[config.mk]
export PLATFORM = sky130hd
export DESIGN_NAME = decoder_pipe
export DESIGN_NICKNAME = d
export VERILOG_FILES = /design/src/rtl/decoder_pkg.sv /design/src/rtl/decoder_core.sv /design/src/rtl/decoder_pipe.sv
export SDC_FILE = /design/constraint.sdc
export NUM_CORES = 1
export LEC_CHECK = 0
export BUFFER_PORTS_ARGS = -buffer_cell sky130_fd_sc_hd__buf_2
export CAP_MARGIN = 30
export CORE_UTILIZATION = 47
export CTS_BUF_LIST = sky130_fd_sc_hd__clkbuf_2 sky130_fd_sc_hd__clkbuf_4 sky130_fd_sc_hd__clkbuf_8
export DETAILED_ROUTE_END_ITERATION = 6
export GPL_TIMING_DRIVEN = 1
export PLACE_DENSITY = 0.67
export SYNTH_ARGS = -nofsm -noshare
export SYNTH_HDL_FRONTEND = slang
export SYNTH_HIERARCHICAL = 1
export SYNTH_SLANG_ARGS = --single-unit
[constraint.sdc]
create_clock -name clk_i -period 2.2 [get_ports clk_i]
set_input_delay 0.66 -clock clk_i [delete_from_list [all_inputs] [get_ports clk_i]]
set_output_delay 0.66 -clock clk_i [all_outputs]
set_load 0.01 [all_outputs]
[src/rtl/decoder_pkg.sv]
// Shared types for the decoder pipeline: the decode mode and the buffer occupancy state.
package decoder_pkg;

  typedef enum logic [1:0] {
    MODE_ONEHOT  = 2'd0,
    MODE_THERMO  = 2'd1,
    MODE_ONECOLD = 2'd2,
    MODE_RSVD    = 2'd3
  } mode_e;

  typedef enum logic [1:0] {
    ST_EMPTY = 2'd0,
    ST_ONE   = 2'd1,
    ST_FULL  = 2'd2
  } state_e;

endpackage

[src/rtl/decoder_core.sv]
// Combinational code-to-vector decoder with error flag; zero latency, no flow control.
// Out-of-range codes and the reserved mode both produce an all-zero vector with err set.
module decoder_core
  import decoder_pkg::*;
#(
  parameter int SIZE    = 5,
  parameter int NUM_OUT = 2**SIZE
) (
  input  logic [SIZE-1:0]    inp_i,
  input  mode_e              mode_i,
  output logic [NUM_OUT-1:0] out_o,
  output logic               err_o
);

  logic [31:0] code;

  always_comb begin
    code  = 32'(inp_i);
    err_o = (code >= 32'(NUM_OUT)) || (mode_i == MODE_RSVD);
    out_o = '0;
    for (int k = 0; k < NUM_OUT; k++) begin
      case (mode_i)
        MODE_ONEHOT:  out_o[k] = (code == 32'(k));
        MODE_THERMO:  out_o[k] = (32'(k) <= code);
        MODE_ONECOLD: out_o[k] = (code != 32'(k));
        default:      out_o[k] = 1'b0;
      endcase
    end
    if (err_o) begin
      out_o = '0;
    end
  end

endmodule

[src/rtl/decoder_pipe.sv]
// Registered decoder with a one-entry skid buffer: 1-cycle latency, full throughput.
// ready_o is decoded from the state register only, so ready_i never reaches it combinationally.
module decoder_pipe
  import decoder_pkg::*;
#(
  parameter int SIZE      = 5,
  parameter int NUM_OUT   = 2**SIZE,
  parameter int ERR_CNT_W = 8
) (
  input  logic                 clk_i,
  input  logic                 rst_ni,
  input  logic [SIZE-1:0]      inp_i,
  input  logic [1:0]           mode_i,
  input  logic                 valid_i,
  output logic                 ready_o,
  output logic [NUM_OUT-1:0]   out_o,
  output logic                 err_o,
  output logic                 valid_o,
  input  logic                 ready_i,
  input  logic                 clr_cnt_i,
  output logic [ERR_CNT_W-1:0] err_cnt_o
);

  localparam logic [ERR_CNT_W-1:0] CNT_MAX = '1;

  state_e               state_q, state_d;
  logic [NUM_OUT-1:0]   out_q, out_d, skid_q, skid_d, dec_vec;
  logic                 err_q, err_d, skid_err_q, skid_err_d, dec_err;
  logic [ERR_CNT_W-1:0] cnt_q, cnt_d;
  logic                 in_xfer, out_xfer;

  decoder_core #(
    .SIZE    (SIZE),
    .NUM_OUT (NUM_OUT)
  ) u_core (
    .inp_i  (inp_i),
    .mode_i (mode_e'(mode_i)),
    .out_o  (dec_vec),
    .err_o  (dec_err)
  );

  assign ready_o   = (state_q != ST_FULL);
  assign valid_o   = (state_q != ST_EMPTY);
  assign out_o     = out_q;
  assign err_o     = err_q;
  assign err_cnt_o = cnt_q;
  assign in_xfer   = valid_i & ready_o;
  assign out_xfer  = valid_o & ready_i;

  // Output register is zeroed whenever it empties so idle outputs read as 0.
  always_comb begin
    state_d    = state_q;
    out_d      = out_q;
    err_d      = err_q;
    skid_d     = skid_q;
    skid_err_d = skid_err_q;
    case (state_q)
      ST_EMPTY: begin
        if (in_xfer) begin
          out_d   = dec_vec;
          err_d   = dec_err;
          state_d = ST_ONE;
        end
      end
      ST_ONE: begin
        if (in_xfer && out_xfer) begin
          out_d = dec_vec;
          err_d = dec_err;
        end else if (in_xfer) begin
          skid_d     = dec_vec;
          skid_err_d = dec_err;
          state_d    = ST_FULL;
        end else if (out_xfer) begin
          out_d   = '0;
          err_d   = 1'b0;
          state_d = ST_EMPTY;
        end
      end
      ST_FULL: begin
        if (out_xfer) begin
          out_d      = skid_q;
          err_d      = skid_err_q;
          skid_d     = '0;
          skid_err_d = 1'b0;
          state_d    = ST_ONE;
        end
      end
      default: state_d = ST_EMPTY;
    endcase
  end

  // Clear wins over the old count but still records an error beat accepted alongside it.
  always_comb begin
    cnt_d = cnt_q;
    if (clr_cnt_i) begin
      cnt_d = (in_xfer && dec_err) ? ERR_CNT_W'(1) : '0;
    end else if (in_xfer && dec_err && (cnt_q != CNT_MAX)) begin
      cnt_d = cnt_q + ERR_CNT_W'(1);
    end
  end

  always_ff @(posedge clk_i or negedge rst_ni) begin
    if (!rst_ni) begin
      state_q    <= ST_EMPTY;
      out_q      <= '0;
      err_q      <= 1'b0;
      skid_q     <= '0;
      skid_err_q <= 1'b0;
      cnt_q      <= '0;
    end else begin
      state_q    <= state_d;
      out_q      <= out_d;
      err_q      <= err_d;
      skid_q     <= skid_d;
      skid_err_q <= skid_err_d;
      cnt_q      <= cnt_d;
    end
  end

endmodule

---- Yosys cells after proc, flatten, opt, wreduce, memory -nomap -nowiden ----
Cells that the tools add are included.
storage, ports and cells
  output and inout port bits .............. 43
  latch bits .............................. 0
  flip-flop bits (word level) ............. 76
  bits of input ports ..................... 12
  word-level logic and storage cells ...... 188
  memories ................................ 0
  RAM bits ................................ 0
  ROM bits ................................ 0
operators by class
  multiply operators ...................... 0
  bitwise logic cells ..................... 2
  equal/unequal tests ..................... 76
  order comparisons ....................... 31
  reductions and logical operators ........ 14
  mux-type cells .......................... 58
  add/sub/neg operators ................... 1
  div/mod/pow operators ................... 0
  shifts and indexed selects .............. 0
operators with widths
  cell                                                                     number
  32-bit two-way mux                                                       7
  1-bit case mux with 3 select lines                                       33
  32-bit case mux with 3 select lines                                      1
  5-bit == test, second input constant                                     16
  5-bit <= comparator, first input constant                                16
  5-bit inequality test, second input constant                             16
  32-bit case mux with 2 select lines                                      1
  5-bit by 4-bit == test with 1-bit output, second input constant          8
  4-bit by 5-bit <= comparator with 1-bit output, first input constant     8
  5-bit by 4-bit inequality test with 1-bit output, second input constant  8
  5-bit by 3-bit == test with 1-bit output, second input constant          4
  3-bit by 5-bit <= comparator with 1-bit output, first input constant     4
  5-bit by 3-bit inequality test with 1-bit output, second input constant  4
  8-bit two-way mux                                                        2
  5-bit by 2-bit == test with 1-bit output, second input constant          2
  2-bit by 5-bit <= comparator with 1-bit output, first input constant     2
  2-bit two-way mux                                                        5
  2-bit inequality test, second input constant                             5
  5-bit by 2-bit inequality test with 1-bit output, second input constant  2
  3-bit inequality test, second input constant                             3
  8-bit by 1-bit adder with 8-bit output, second input constant            1
  8-bit inequality test, second input constant                             1
  4-bit AND reduction                                                      2
  1-bit two-way mux                                                        7
  15 further kinds                                                         24

---- Depth between registers and ports, before layout ----
Gate-level depths: netlist (run 1).
  depth in word-level cells ............... 6
  depth in mapped cells ................... 8

---- Modules after synthesis ----
Netlist (run 1), hierarchy kept.
by module, submodules not included
  module        area an instance (um2)  times used  cells each
  decoder_pipe  3464.6                  1           267
  decoder_core  1221.2                  1           186

---- Worst setup path before layout (run 1) ----
Ideal clock, no wire load.
  path type ............................... in2reg
  start ................................... input mode_i[1]
  end ..................................... register out_q[12], in the netlist out_o[12]
  required time ........................... 2.075 ns
  arrival ................................. 1.945 ns
  slack ................................... 0.130 ns
  setup time .............................. 0.125 ns
  cell stages on the path ................. 6
  path through ............................ buf_2 -> or2_2 -> clkbuf_1 -> o221a_2 -> a22o_1 -> mux2_2
between the ends
  longest elaborated chain between the ends .. 5
ends and longest elaborated chain
  item                                          line                                    RTL
  from (decl)                                   decoder_pipe.sv:13                      input logic [1:0] mode_i,
  2-bit == test (tied with other cells)         decoder_core.sv:22                      case (mode_i)
  1-bit case mux with 3 select lines            decoder_core.sv:22
  32-bit two-way mux (*)                        decoder_core.sv:29                      if (err_o) begin
  named net dec_vec[12]                         decoder_pipe.sv:27                      logic [NUM_OUT-1:0] out_q, out_d, skid_q, skid_d, dec_vec;
  32-bit two-way mux, on equally long branches  decoder_pipe.sv:66, decoder_pipe.sv:59
  32-bit case mux with 3 select lines (*)       decoder_pipe.sv:57                      case (state_q)
  to (signal assigned)                          decoder_pipe.sv:112                     out_q <= out_d;
  to (decl)                                     decoder_pipe.sv:27
The timed path passes the listed nets; every way through them passes the cells marked *. The select of a mux whose other input is x is not followed.
A chain may end at the register's enable or synchronous reset.

---- Worst setup path after layout (run 1) ----
  start ................................... register state_q[0]
  end ..................................... register out_q[31], in the netlist out_o[31]
between the ends
  longest elaborated chain between the ends .. 5
ends and longest elaborated chain
  item                                                                                                line                                    RTL
  from (decl)                                                                                         decoder_pipe.sv:26                      state_e state_q, state_d;
  from (signal assigned)                                                                              decoder_pipe.sv:111                     state_q <= state_d;
  2-bit inequality test / 2-bit nonzero test (equally long branches)                                  decoder_pipe.sv:42, decoder_pipe.sv:43
  1-bit AND, on equally long branches                                                                 decoder_pipe.sv:47, decoder_pipe.sv:48
  1-bit logical AND                                                                                   decoder_pipe.sv:66                      if (in_xfer && out_xfer) begin
  3-bit inequality test (no source line) / 32-bit two-way mux (equally long branches)                 n/a
  5-bit AND reduction (no source line) / 32-bit case mux with 3 select lines (equally long branches)  n/a
Several ways; a longest one is shown, not always the timed one.

==> results.txt, run 1 <==
----------------------------------------------------
[Run status]
  Result of the run ... completed

[Critical path]
  Required time reported for the critical path endpoint ... 2450 ps
  Ordered cell list for the critical path ... inv_1, ha_1, buf_6, nor2b_4, mux2i_4, o31ai_4, buf_12, clkbuf_16, mux2_2
  Worst-case reg-to-reg path depth ... 9
  Critical-path top delay cell ... sky130_fd_sc_hd__dfrtp_1
  Critical Path Start Type ... register
  Data arrival time at the worst-slack endpoint ... 2410 ps
  Top delay family on crit path ... buffers and inverters
  Type of element capturing the critical path ... register
  Critical path class ... reg2reg
  Number of cells on the critical path ... 9
  Slowest stage delay, CP ... 360 ps
  Sum of buffers and inverters on the critical path ... 4
  Maximum fanout encountered on the critical timing path ... 8

[Routing]
  Final wirelength ... 12.6 mm
  Met2 Wirelength ... 5.85 mm
  Drt initial violations ... 259
  Via count ... 4083
  Post-DR wirelength/cell ... 18.5 µm
  Ratio of routed vias to standard cells ... 6.00
  Number of detailed-route iterations in the first pass ... 5
  DR top layer ... met4
  Post-route DRC ... 0
  Post-route ant nets ... 0
  Routed length on met3 ... 533 µm
  M1 wire length ... 6.00 mm

[Worst hold path]
  Path type of the worst min-delay path ... in2async

[Finish]
  Share of the core filled with cells ... 59.9%
  Area of the multi-input gates ... 2500 µm²
  Share of layout cells above drive strength 1 ... 35.0%
  Top library cells by usage in the layout, fill and taps aside ... 75 x sky130_fd_sc_hd__dfrtp_1, 66 x sky130_fd_sc_hd__a22o_1, 55 x sky130_fd_sc_hd__buf_4
  Nets@finish ... 561
  Diode count ... 0
  Finished layout cell area ... 5820 µm²
  Fillcell total ... 832
  Most common cell after layout, fill and taps aside ... sky130_fd_sc_hd__dfrtp_1
  Post-synthesis to final-layout area growth ... 24.3%
  Area taken by flip-flops and latches ... 1900 µm²

[Global routing]
  Vias in the first global route ... 4029
  Antenna violations before repair ... 0
  Total global-route track usage ... 24.7%
  Maximum number of pins on one net before global-route repair ... 77
  Remaining Overflow, GRT ... 0
  Global-route wire length before repair ... 19.8 mm

[Logic synthesis]
  Ys Warns ... 6
  Cell types occupying the most area after synthesis ... sky130_fd_sc_hd__dfrtp_1 41%, sky130_fd_sc_hd__a22o_1 12%, sky130_fd_sc_hd__mux2_2 7.7%
  Synthesized cell area ... 4690 µm²
  Mapped Avg Cell Area ... 10.3 µm²
  Prevailing post-synth register cell ... sky130_fd_sc_hd__dfrtp_1
  Number of instances in the synthesized netlist ... 453
  Number of distinct standard cells referenced by the synthesized netlist ... 73
  Post-synthesis async set-or-reset flop share ... 100%
  Number of nets produced by synthesis ... 471
  Yosys top cell area share ... 40.6%
  Count of flip-flops with a built-in enable after synthesis ... 0
  Cell accounting for the most synthesized area ... sky130_fd_sc_hd__dfrtp_1
  Seq/Total Area, Yosys ... 40.6%
  Synth Register Bits ... 76

[Clocking]
  CTS root buf ... sky130_fd_sc_hd__clkbuf_8
  Clock tree from TritonCTS ... built
  Clock transition at path regs ... 90 ps
  Number of H-tree levels ... 3
  Maximum root-to-sink buffer count ... 2
  CTS sink cnt ... 76
  Number of buffers added by the clock tree synthesis step ... 9
  Insertion delay to the later sink of the worst-skew pair ... 360 ps

[Die]
  Floorplan Core Area ... 9730 µm²
  Cell row count ... 36
  Starting utilization of the core area ... 48.2%
  DIE AREA ... 10400 µm²
  Die height ... 102 µm
  Die Wd ... 102 µm
  Number of top-level design ports ... 55

[Power]
  Total power ... 0.00729 W
  Static leakage ... 2.74 nW
  Peak supply drop ... 0.000655 V
  Cell Pwr Density ... 1250 nW/µm²

[STA]
  Final setup slack of the worst path ... 44.8 ps
  Final sum of negative setup slack ... 0 ps
  Period Utilization, post-route ... 98.0%
  Final Hold Vio Count ... 0
  Final min period ... 2160 ps
  Setup violations, final ... 0
  Relative slew slack ... 65.9%
  Pin slew with the least headroom to its limit ... 510 ps
  Maximum clock frequency ... 0.464 GHz
  Clock skew ... 8.34 ps
  Max-slew violation total from the final report ... 0

[Placement]
  Setup slack after placement ... -114 ps
  Input/output buffers ... 54
  Post-detailed-placement cell area ... 5470 µm²
  Last weighted congestion value of the routability-driven placer ... 0.903
  DP HPWL ... 8.14 mm

[Flow run]
  Max Cap Viol ... 0

----------------------------------------------------
metrics by stage:
stage / hold slack, ps / instances
after detailed placement: 474 / 660
after global placement: 468 / 660
after global routing: 329 / 681
after floorplan: 364 / 453
after CTS: 314 / 676
final: 305 / 681
sequential cells by signal (all words and copies together) (netlist names):
| name | cells |
|---|---|
| skid_q | 32 |
| state_q | 2 |
| err_o | 1 |
| err_cnt_o | 8 |
| skid_err_q | 1 |
| out_o | 32 |
power by group:
| group | switching (W) | internal (W) | total [W] |
|---|---|---|---|
| logic | 0.00185 | 0.00194 | 0.00380 |
| clock network | 0.000569 | 0.000646 | 0.00122 |
| registers | 0.000301 | 0.00197 | 0.00227 |
cell usage after synthesis (6+ instances only):
cell type	number
sky130_fd_sc_hd__dfrtp_1	76
sky130_fd_sc_hd__a22o_1	66
sky130_fd_sc_hd__mux2_2	32
sky130_fd_sc_hd__buf_2	25
sky130_fd_sc_hd__nor2_1	24
sky130_fd_sc_hd__a21oi_1	20
sky130_fd_sc_hd__o21ai_0	17
sky130_fd_sc_hd__nor3_1	13
sky130_fd_sc_hd__nand2_1	12
sky130_fd_sc_hd__inv_1	11
sky130_fd_sc_hd__nand3_1	10
sky130_fd_sc_hd__buf_6	8
sky130_fd_sc_hd__clkbuf_1	8
sky130_fd_sc_hd__o31ai_1	7
sky130_fd_sc_hd__ha_1	6
layer usage:
metal / GRT usage (%) / up-vias
li1: - / 1919
met1: 33.6 / 2029
met2: 39.2 / 118
met3: 4.10 / 17
met4: 10.1 / 0
met5: 0 / -
worst paths after layout:
kind / from / end / slack [ps]
hold / removal: rst_ni / out_o[13] / 300
min in group clk_i: out_o[30] / out_o[30] / 490
hold reg to reg: out_o[30] / out_o[30] / 490
setup reg to reg: state_q[0] / out_o[31] / 40
max in group asynchronous: rst_ni / out_o[21] / 1570
setup / recovery: state_q[0] / out_o[31] / 40
cells by family after synthesis:
family	share of synthesized area (%)
AOI/OAI and AO/OA	28.0
xor gates and xnor gates	0.935
adders and majority gates	1.60
buffers and inverters	6.60
DFF	40.6
muxes	9.48
and+or+nand+nor	12.8
repair_timing:
| action | CTS | global route |
|---|---|---|
| gates resized for setup | 0 | 10 |
| setup buffers | 0 | 2 |
| setup endpoints to repair | 0 | 37 |
| endpoints found under the hold margin | 0 | 0 |
| hold buffers | 0 | 0 |
cell type report:
class | count | area share (%)
multi-input combinational | 321 | 43.0
sequential | 76 | 32.7
timing repair buffer | 123 | 16.9
tap | 133 | 2.86
clock buffer | 9 | 2.13
clock inverter | 7 | 1.70
inverter | 12 | 0.773
Note: power is estimated with default switching activity, not from simulation.
==> run 2: changes to the inputs <==
--- a/config.mk
+++ b/config.mk
@@ -14,5 +14,4 @@
 export PLACE_DENSITY = 0.67
 export SYNTH_ARGS = -nofsm -noshare
 export SYNTH_HDL_FRONTEND = slang
-export SYNTH_HIERARCHICAL = 1
 export SYNTH_SLANG_ARGS = --single-unit
==> run 2 against run 1 <==
  * Clock-buffer cell count is the same
  * Via count rose by 2.6%
  * Clock skew down 2.0 ps
  * Cell count down 0.15%
  * Sequential power about the same
  * Critical endpoint is now ready_o
  * Area after synthesis down 2.8%
==> results.txt, run 2 <==
----------------------------------------------------
[Routing]
  Drt initial violations ... 331 (+28%)
  Number of detailed-route iterations in the first pass ... 7 (+2)
  Post-route DRC ... 0 (unchanged)
  Post-route ant nets ... 0 (unchanged)
  Ratio of routed vias to standard cells ... 6.16 (+2.7%)
  Via count ... 4189 (+2.6%)
  Final wirelength ... 12.6 mm (+0.47%)
  Post-DR wirelength/cell ... 18.6 µm (+0.62%)

[STA]
  Period Utilization, post-route ... 95.1% (-2.9 points)
  Relative slew slack ... 65.5% (-0.44 points)
  Clock skew ... 6.33 ps (-2.01 ps)
  Pin slew with the least headroom to its limit ... 518 ps (+7.81 ps)
  Final setup slack of the worst path ... 108 ps (+63.6 ps)
  Max-slew violation total from the final report ... 0 (unchanged)
  Final min period ... 2090 ps (-63.6 ps)
  Maximum clock frequency ... 0.478 GHz (+3.0%)
  Setup violations, final ... 0 (unchanged)
  Final Hold Vio Count ... 0 (unchanged)
  Setup repair after global routing missed its margin ... yes

[Die]
  Die Wd ... 100 µm (-1.4%)
  DIE AREA ... 10100 µm² (-2.7%)
  Starting utilization of the core area ... 48.8% (+0.68 points)
  Floorplan Core Area ... 9330 µm² (-4.1%)
  Number of top-level design ports ... 55 (unchanged)
  Die height ... 100 µm (-1.4%)
  Cell row count ... 35 (-2.8%)

[Critical path]
  Worst-case reg-to-reg path depth ... 7 (-2)
  Data arrival time at the worst-slack endpoint ... 1430 ps (-980 ps)
  CP dominant cell by count ... sky130_fd_sc_hd__inv_1
  Ordered cell list for the critical path ... inv_1, ha_4, buf_4, inv_1, buf_2
  Critical Path Start Type ... register
  Maximum fanout encountered on the critical timing path ... 7 (-1)
  Slowest stage delay, CP ... 410 ps (+50 ps)
  Type of element capturing the critical path ... output pin
  Critical-path top delay cell ... sky130_fd_sc_hd__dfrtp_1
  Number of cells on the critical path ... 5 (-4)
  Required time reported for the critical path endpoint ... 1540 ps (-910 ps)
  Top delay family on crit path ... buffers and inverters
  Sum of buffers and inverters on the critical path ... 4 (unchanged)
  Critical path class ... reg2out

[Power]
  Combinational Power Share ... 43.2% (-8.9 points)
  Net switching power of the design ... 0.00238 W (-12%)
  Internal ... 0.00361 W (-21%)
  Cell Pwr Density ... 1140 nW/µm² (-8.8%)
  Power share of the clock group ... 19.5% (+2.8 points)
  Switching share of total power ... 39.7% (+2.4 points)
  Static leakage ... 2.39 nW (-13%)
  Peak supply drop ... 0.000975 V (+49%)
  Sequential share of power ... 37.3% (+6.1 points)

[Run status]
  Result of the run ... completed

[Clocking]
  Number of buffers added for setup after CTS ... 0 (unchanged)
  Hold-fix buffers at CTS ... 0 (unchanged)
  Clock transition at path regs ... 80 ps (about the same)
  Number of buffers added by the clock tree synthesis step ... 9 (unchanged)
  Maximum root-to-sink buffer count ... 2 (unchanged)
  Number of H-tree levels ... 3 (unchanged)
  CTS root buf ... sky130_fd_sc_hd__clkbuf_8
  Post-cts sizing count ... 0 (unchanged)
  CTS sink cnt ... 76 (unchanged)
  Clock tree from TritonCTS ... built
  Insertion delay to the later sink of the worst-skew pair ... 350 ps (about the same)

[Finish]
  Area of the multi-input gates ... 2330 µm² (-6.9%)
  Post-synthesis to final-layout area growth ... 15.4%
  Fillcell total ... 879 (+5.6%)
  Non-filler cells in the finished layout ... 680 (-0.15%)
  Most common cell after layout, fill and taps aside ... sky130_fd_sc_hd__dfrtp_1
  Share of layout cells above drive strength 1 ... 24.1% (-11 points)
  Top library cells by usage in the layout, fill and taps aside ... 76 x sky130_fd_sc_hd__dfrtp_1, 53 x sky130_fd_sc_hd__buf_2, 50 x sky130_fd_sc_hd__nand2_1
  Diode count ... 0 (unchanged)
  Nets@finish ... 564 (+0.53%)
  Area taken by flip-flops and latches ... 1900 µm² (about the same)

[Global routing]
  GRT Max-Usage Layer ... met2
  Met3 usage in global routing ... 5.83% (+1.7 points)
  GR Layer Usage met1 ... 37.8% (+4.1 points)
  Vias in the first global route ... 3884 (-3.6%)
  Antenna violations before repair ... 0 (unchanged)
  Remaining Overflow, GRT ... 0 (unchanged)
  GR Util met2 ... 40.1% (+0.91 points)
  Total global-route track usage ... 26.4% (+1.7 points)
  Maximum number of pins on one net before global-route repair ... 44 (-43%)
  Global-route wire length before repair ... 20.6 mm (+4.2%)

[Placement]
  Cell Count Post-Placement ... 665 (+0.76%)
  Last weighted congestion value of the routability-driven placer ... 0.977 (+8.3%)
  Input/output buffers ... 54 (unchanged)
  DP HPWL ... 8.81 mm (+8.2%)
  Setup slack after placement ... 50.8 ps (+165 ps)

[Logic synthesis]
  Prevailing post-synth register cell ... sky130_fd_sc_hd__dfrtp_1
  Post-synthesis async set-or-reset flop share ... 100% (unchanged)
  Cell types occupying the most area after synthesis ... sky130_fd_sc_hd__dfrtp_1 42%, sky130_fd_sc_hd__a21oi_1 4.8%, sky130_fd_sc_hd__nand2_1 4.1%
  Most frequent cell after synthesis ... sky130_fd_sc_hd__dfrtp_1
  Ys Warns ... 0 (-6)
  Number of instances in the synthesized netlist ... 488 (+7.7%)
  Number of distinct standard cells referenced by the synthesized netlist ... 75 (+2.7%)
  Synthesized cell area ... 4560 µm² (-2.8%)
  Synth Register Bits ... 76 (unchanged)
  Mapped Avg Cell Area ... 9.34 µm² (-9.7%)
  Count of flip-flops with a built-in enable after synthesis ... 0 (unchanged)
  Cell accounting for the most synthesized area ... sky130_fd_sc_hd__dfrtp_1
  Number of nets produced by synthesis ... 505 (+7.2%)
  Yosys top cell area share ... 41.7% (+1.2 points)
  Seq/Total Area, Yosys ... 41.7% (+1.2 points)
  Most frequent cells after synthesis ... 76 x sky130_fd_sc_hd__dfrtp_1, 50 x sky130_fd_sc_hd__nand2_1, 44 x sky130_fd_sc_hd__a21oi_1, 31 x sky130_fd_sc_hd__o21ai_0, 22 x sky130_fd_sc_hd__o211ai_1

[Flow run]
  Max Cap Viol ... 0 (unchanged)

[Worst hold path]
  Path type of the worst min-delay path ... in2async

----------------------------------------------------
==> run 2: worst register-to-register path, delay by kind of cell (launching register included) <==
family	cells	cell delay (ps)
AO/OA/AOI/OAI	2	530
flip-flops	1	440
AND/OR/NAND/NOR	2	440
buffers and inverters	2	300
adder cells (fa/ha/maj)	1	270
==> run 2: through the flow <==
| stage | cell area, µm² | hold WS [ps] | power [W] | utilization, % | TNS (ps) |
|---|---|---|---|---|---|
| finish | 5260 | 161 | 0.00600 | 56.4 | 0 |
| global route | 5260 | 157 | 0.00641 | 56.4 | -3.91 |
| CTS | 5240 | 158 | 0.00600 | 56.2 | 0 |
| detailed placement | 5030 | 465 | 0.00483 | 53.9 | 0 |
| floorplan | 4560 | 364 | 0.00397 | - | 0 |
| global placement | 5030 | 459 | 0.00475 | 53.9 | 0 |
==> run 2: cells by family after synthesis <==
kind of cell	after synthesis	share of synthesized area, %
buffers and inverters	59	7.42
xor gates and xnor gates	5	0.961
DFF	76	41.7
and+or+nand+nor	147	18.2
muxes	9	2.09
adders and majority gates	5	1.37
AOI/OAI and AO/OA	187	28.2
==> run 2: per-layer routing <==
metal,up-vias,part of all wire (%),wire (µm)
met5,-,0,0
met4,0,1.8,231
met3,23,6.2,788
met2,161,45,5670
met1,2076,47,5950
li1,1929,-,-
==> run 2: power by group through the flow <==
stage,Clock [W],Sequential [W],Combinational [W]
floorplan,0,0.00232,0.00165
global placement,0,0.00223,0.00252
detailed placement,0,0.00225,0.00257
CTS,0.00119,0.00223,0.00258
global route,0.00124,0.00231,0.00286
finish,0.00117,0.00224,0.00259
==> run 2: final timing paths <==
check | from | to | slack, ps
worst max register to register | state_q[1] | out_o[6] | 140
worst min register to register | err_o | err_o | 480
worst max-delay path | state_q[0] | ready_o | 110
max in group asynchronous | rst_ni | skid_q[10] | 1520
min in group clk_i | err_o | err_o | 480
worst min-delay path | rst_ni | skid_q[0] | 160
==> run 2: final cells by class <==
type	count	share of cell area, %
sequential	76	36.2
timing repair buffer	94	11.4
clock inverter	6	1.71
multi-input combinational	353	44.4
tap	129	3.07
clock buffer	9	2.36
inverter	13	0.928
==> run 3: changes to the inputs <==
--- a/config.mk
+++ b/config.mk
@@ -11,7 +11,7 @@
 export CTS_BUF_LIST = sky130_fd_sc_hd__clkbuf_2 sky130_fd_sc_hd__clkbuf_4 sky130_fd_sc_hd__clkbuf_8
 export DETAILED_ROUTE_END_ITERATION = 6
 export GPL_TIMING_DRIVEN = 1
-export PLACE_DENSITY = 0.67
+export PLACE_DENSITY = 0.69
 export SYNTH_ARGS = -nofsm -noshare
 export SYNTH_HDL_FRONTEND = slang
 export SYNTH_SLANG_ARGS = --single-unit
==> constraint.sdc (replaced) <==
create_clock -name clk_i -period 1.7 [get_ports clk_i]
set_input_delay 0.51 -clock clk_i [delete_from_list [all_inputs] [get_ports clk_i]]
set_output_delay 0.51 -clock clk_i [all_outputs]
set_load 0.01 [all_outputs]
==> run 3 against run 2 <==
  * The run now ends with setup timing left
  * Sequential share of layout area is 4.9 points lower
  * Via count rose by 6.4%
  * Non-clock buffer count grew 57
  * Clock skew increased by 5.2 ps
  * Critical path type is now reg2reg
  * Clock power increased by 52%
  * First-iteration DRC count grew 7.9%
  * Worst hold slack lost 2.1 ps
  * Cell count rose by 8.5%
  * Utilization rose by 8.9 points
  * Flip-flop and latch count unchanged
==> results.txt, run 3 (synthesis gave the netlist of run 2 again) <==
----------------------------------------------------
[Run status]
  Result of the run ... complete, but fails checks
  Failing checks ... setup timing

[Power]
  Static leakage ... 2.79 nW (+17%)
  Cell Pwr Density ... 1540 nW/µm² (+35%)
  Peak supply drop ... 0.000840 V (-14%)

[Critical path]
  Critical path class ... reg2reg
  Required time reported for the critical path endpoint ... 1940 ps (+400 ps)
  Start of the worst register-to-register path ... state_q[0]
  Maximum fanout encountered on the critical timing path ... 13 (+6)
  Worst setup startpoint ... state_q[0]
  Type of element capturing the critical path ... register
  Data arrival time at the worst-slack endpoint ... 2030 ps (+600 ps)
  Critical Path Start Type ... register
  Slowest stage delay, CP ... 420 ps (about the same)
  Ordered cell list for the critical path ... buf_6, ha_4, nor2_4, mux2_4, a221o_1
  Critical-path top delay cell ... sky130_fd_sc_hd__dfrtp_1

[Routing]
  Post-DR wirelength/cell ... 19.1 µm (+3.0%)
  Post-route ant nets ... 0 (unchanged)
  Drt initial violations ... 357 (+7.9%)
  Via count ... 4458 (+6.4%)
  Final wirelength ... 14.1 mm (+12%)
  Number of detailed-route iterations in the first pass ... 4 (-3)
  Post-route DRC ... 0 (unchanged)
  Ratio of routed vias to standard cells ... 6.04 (-1.9%)

[STA]
  Final min period ... 1790 ps
  Relative slew slack ... 66.7% (+1.2 points)
  Pin slew with the least headroom to its limit ... 487 ps (-31.3 ps)
  Final setup slack of the worst path ... -92.3 ps (-201 ps)
  Period Utilization, post-route ... 105%
  Setup repair after global routing missed its margin ... yes
  Max-slew violation total from the final report ... 0 (unchanged)
  Clock skew ... 11.5 ps (+5.17 ps)
  Worst hold slack after final layout ... 159 ps (-2.13 ps)
  Setup violations, final ... 47 (+47)
  Maximum clock frequency ... 0.558 GHz
  Final Hold Vio Count ... 0 (unchanged)

[Finish]
  Top library cells by usage in the layout, fill and taps aside ... 75 x sky130_fd_sc_hd__buf_4, 75 x sky130_fd_sc_hd__dfrtp_1, 51 x sky130_fd_sc_hd__buf_2
  Diode count ... 0 (unchanged)
  Post-synthesis to final-layout area growth ... 33.6%
  Nets@finish ... 621 (+10%)
  Share of the core filled with cells ... 65.2% (+8.9 points)
  Share of layout cells above drive strength 1 ... 35.1% (+11 points)

[Global routing]
  Maximum number of pins on one net before global-route repair ... 77 (+75%)
  Remaining Overflow, GRT ... 0 (unchanged)
  Total global-route track usage ... 28.7% (+2.4 points)
  Vias in the first global route ... 4221 (+8.7%)
  Antenna violations before repair ... 0 (unchanged)
  Global-route wire length before repair ... 22.4 mm (+8.7%)

[Flow run]
  Max Cap Viol ... 0 (unchanged)

[Die]
  Floorplan Core Area ... 9330 µm² (unchanged)
  DIE AREA ... 10100 µm² (unchanged)
  Die height ... 100 µm (unchanged)
  Cell row count ... 35 (unchanged)
  Number of top-level design ports ... 55 (unchanged)
  Starting utilization of the core area ... 48.8% (unchanged)
  Die Wd ... 100 µm (unchanged)

[Clocking]
  Clock transition at path regs ... 80 ps (about the same)
  Maximum root-to-sink buffer count ... 2 (unchanged)
  Number of H-tree levels ... 3 (unchanged)
  CTS sink cnt ... 76 (unchanged)
  Insertion delay to the later sink of the worst-skew pair ... 350 ps (about the same)
  Clock tree from TritonCTS ... built
  Hold-fix buffers at CTS ... 0 (unchanged)
  CTS root buf ... sky130_fd_sc_hd__clkbuf_8
  Number of buffers added by the clock tree synthesis step ... 9 (unchanged)

[Placement]
  DP HPWL ... 9.20 mm (+4.4%)
  Input/output buffers ... 54 (unchanged)
  Last weighted congestion value of the routability-driven placer ... 0.976 (-0.18%)

[Worst hold path]
  Path type of the worst min-delay path ... in2async

----------------------------------------------------
==> run 3: cell count changes in the layout (fill, tap and decap cells not counted), sizes merged <==
cell	change
inv	+2
bufinv	+1
buf	+55
clkinvlp	-1
clkbuf	+3
clkinv	-2
==> run 3: critical path: cells and delay by family, from the launching register on <==
| family | cells | cell delay [ps] |
|---|---|---|
| AND/OR/NAND/NOR | 1 | 150 |
| buffers and inverters | 1 | 130 |
| AO/OA/AOI/OAI | 1 | 380 |
| multiplexers | 1 | 420 |
| adder cells (fa/ha/maj) | 1 | 180 |
| flip-flops | 1 | 420 |
==> run 3: where the power goes <==
part,total (W),leakage (nW),switching (W),internal (W)
registers,0.00289,0.991,0.000377,0.00252
logic,0.00473,1.67,0.00247,0.00226
clock network,0.00178,0.129,0.000742,0.00103
==> run 3: cell type report <==
type                    instances  area [µm²]
clock inverters                 6         119
flip-flops and latches         76        1900
multi-input cells             353        2470
fillers                       766        3240
repair buffers                151        1240
well taps                     129         161
inverters                      13        51.3
clock buffers                  10         138
==> run 3: worst paths after layout <==
| kind | end | slack [ps] | cells past startpoint |
|---|---|---|---|
| max reg2reg | out_o[2] | -90 | 5 |
| min reg2reg | skid_q[25] | 480 | 2 |
| max | out_o[2] | -90 | 5 |
| min | out_o[26] | 160 | 2 |
| max in group asynchronous | state_q[1] | 1200 | 2 |
| min in group clk_i | err_cnt_o[4] | 430 | 2 |
==> run 3: timing repair <==
item | 4_1_cts | 5_1_grt
gates resized for setup | 31 | 25
hold endpoints to repair | 0 | 0
cloned | 3 | 2
pin swaps | 7 | 27
buffers inserted | 5 | 8
setup endpoints to repair | 68 | 75
==> run 3: per-stage QoR <==
stage	setup TNS, ps	worst slack [ps]	std cells	area [µm²]	total power [W]
5_1_grt	-4200	-142	738	6090	0.00994
3_3_place_gp	-6970	-200	704	5430	0.00654
2_1_floorplan	-715	-32.1	488	4580	0.00519
4_1_cts	-1640	-83.9	728	5890	0.00900
3_5_place_dp	-9490	-245	704	5430	0.00666
6_report	-2570	-92.3	738	6090	0.00940
==> run 3: routing by layer <==
metal	global-route usage (%)	vias to the layer above	wire length, µm
met5	0	-	0
met4	8.14	0	251
met3	4.09	25	629
met2	45.1	149	6720
met1	41.4	2224	6530
li1	-	2060	-
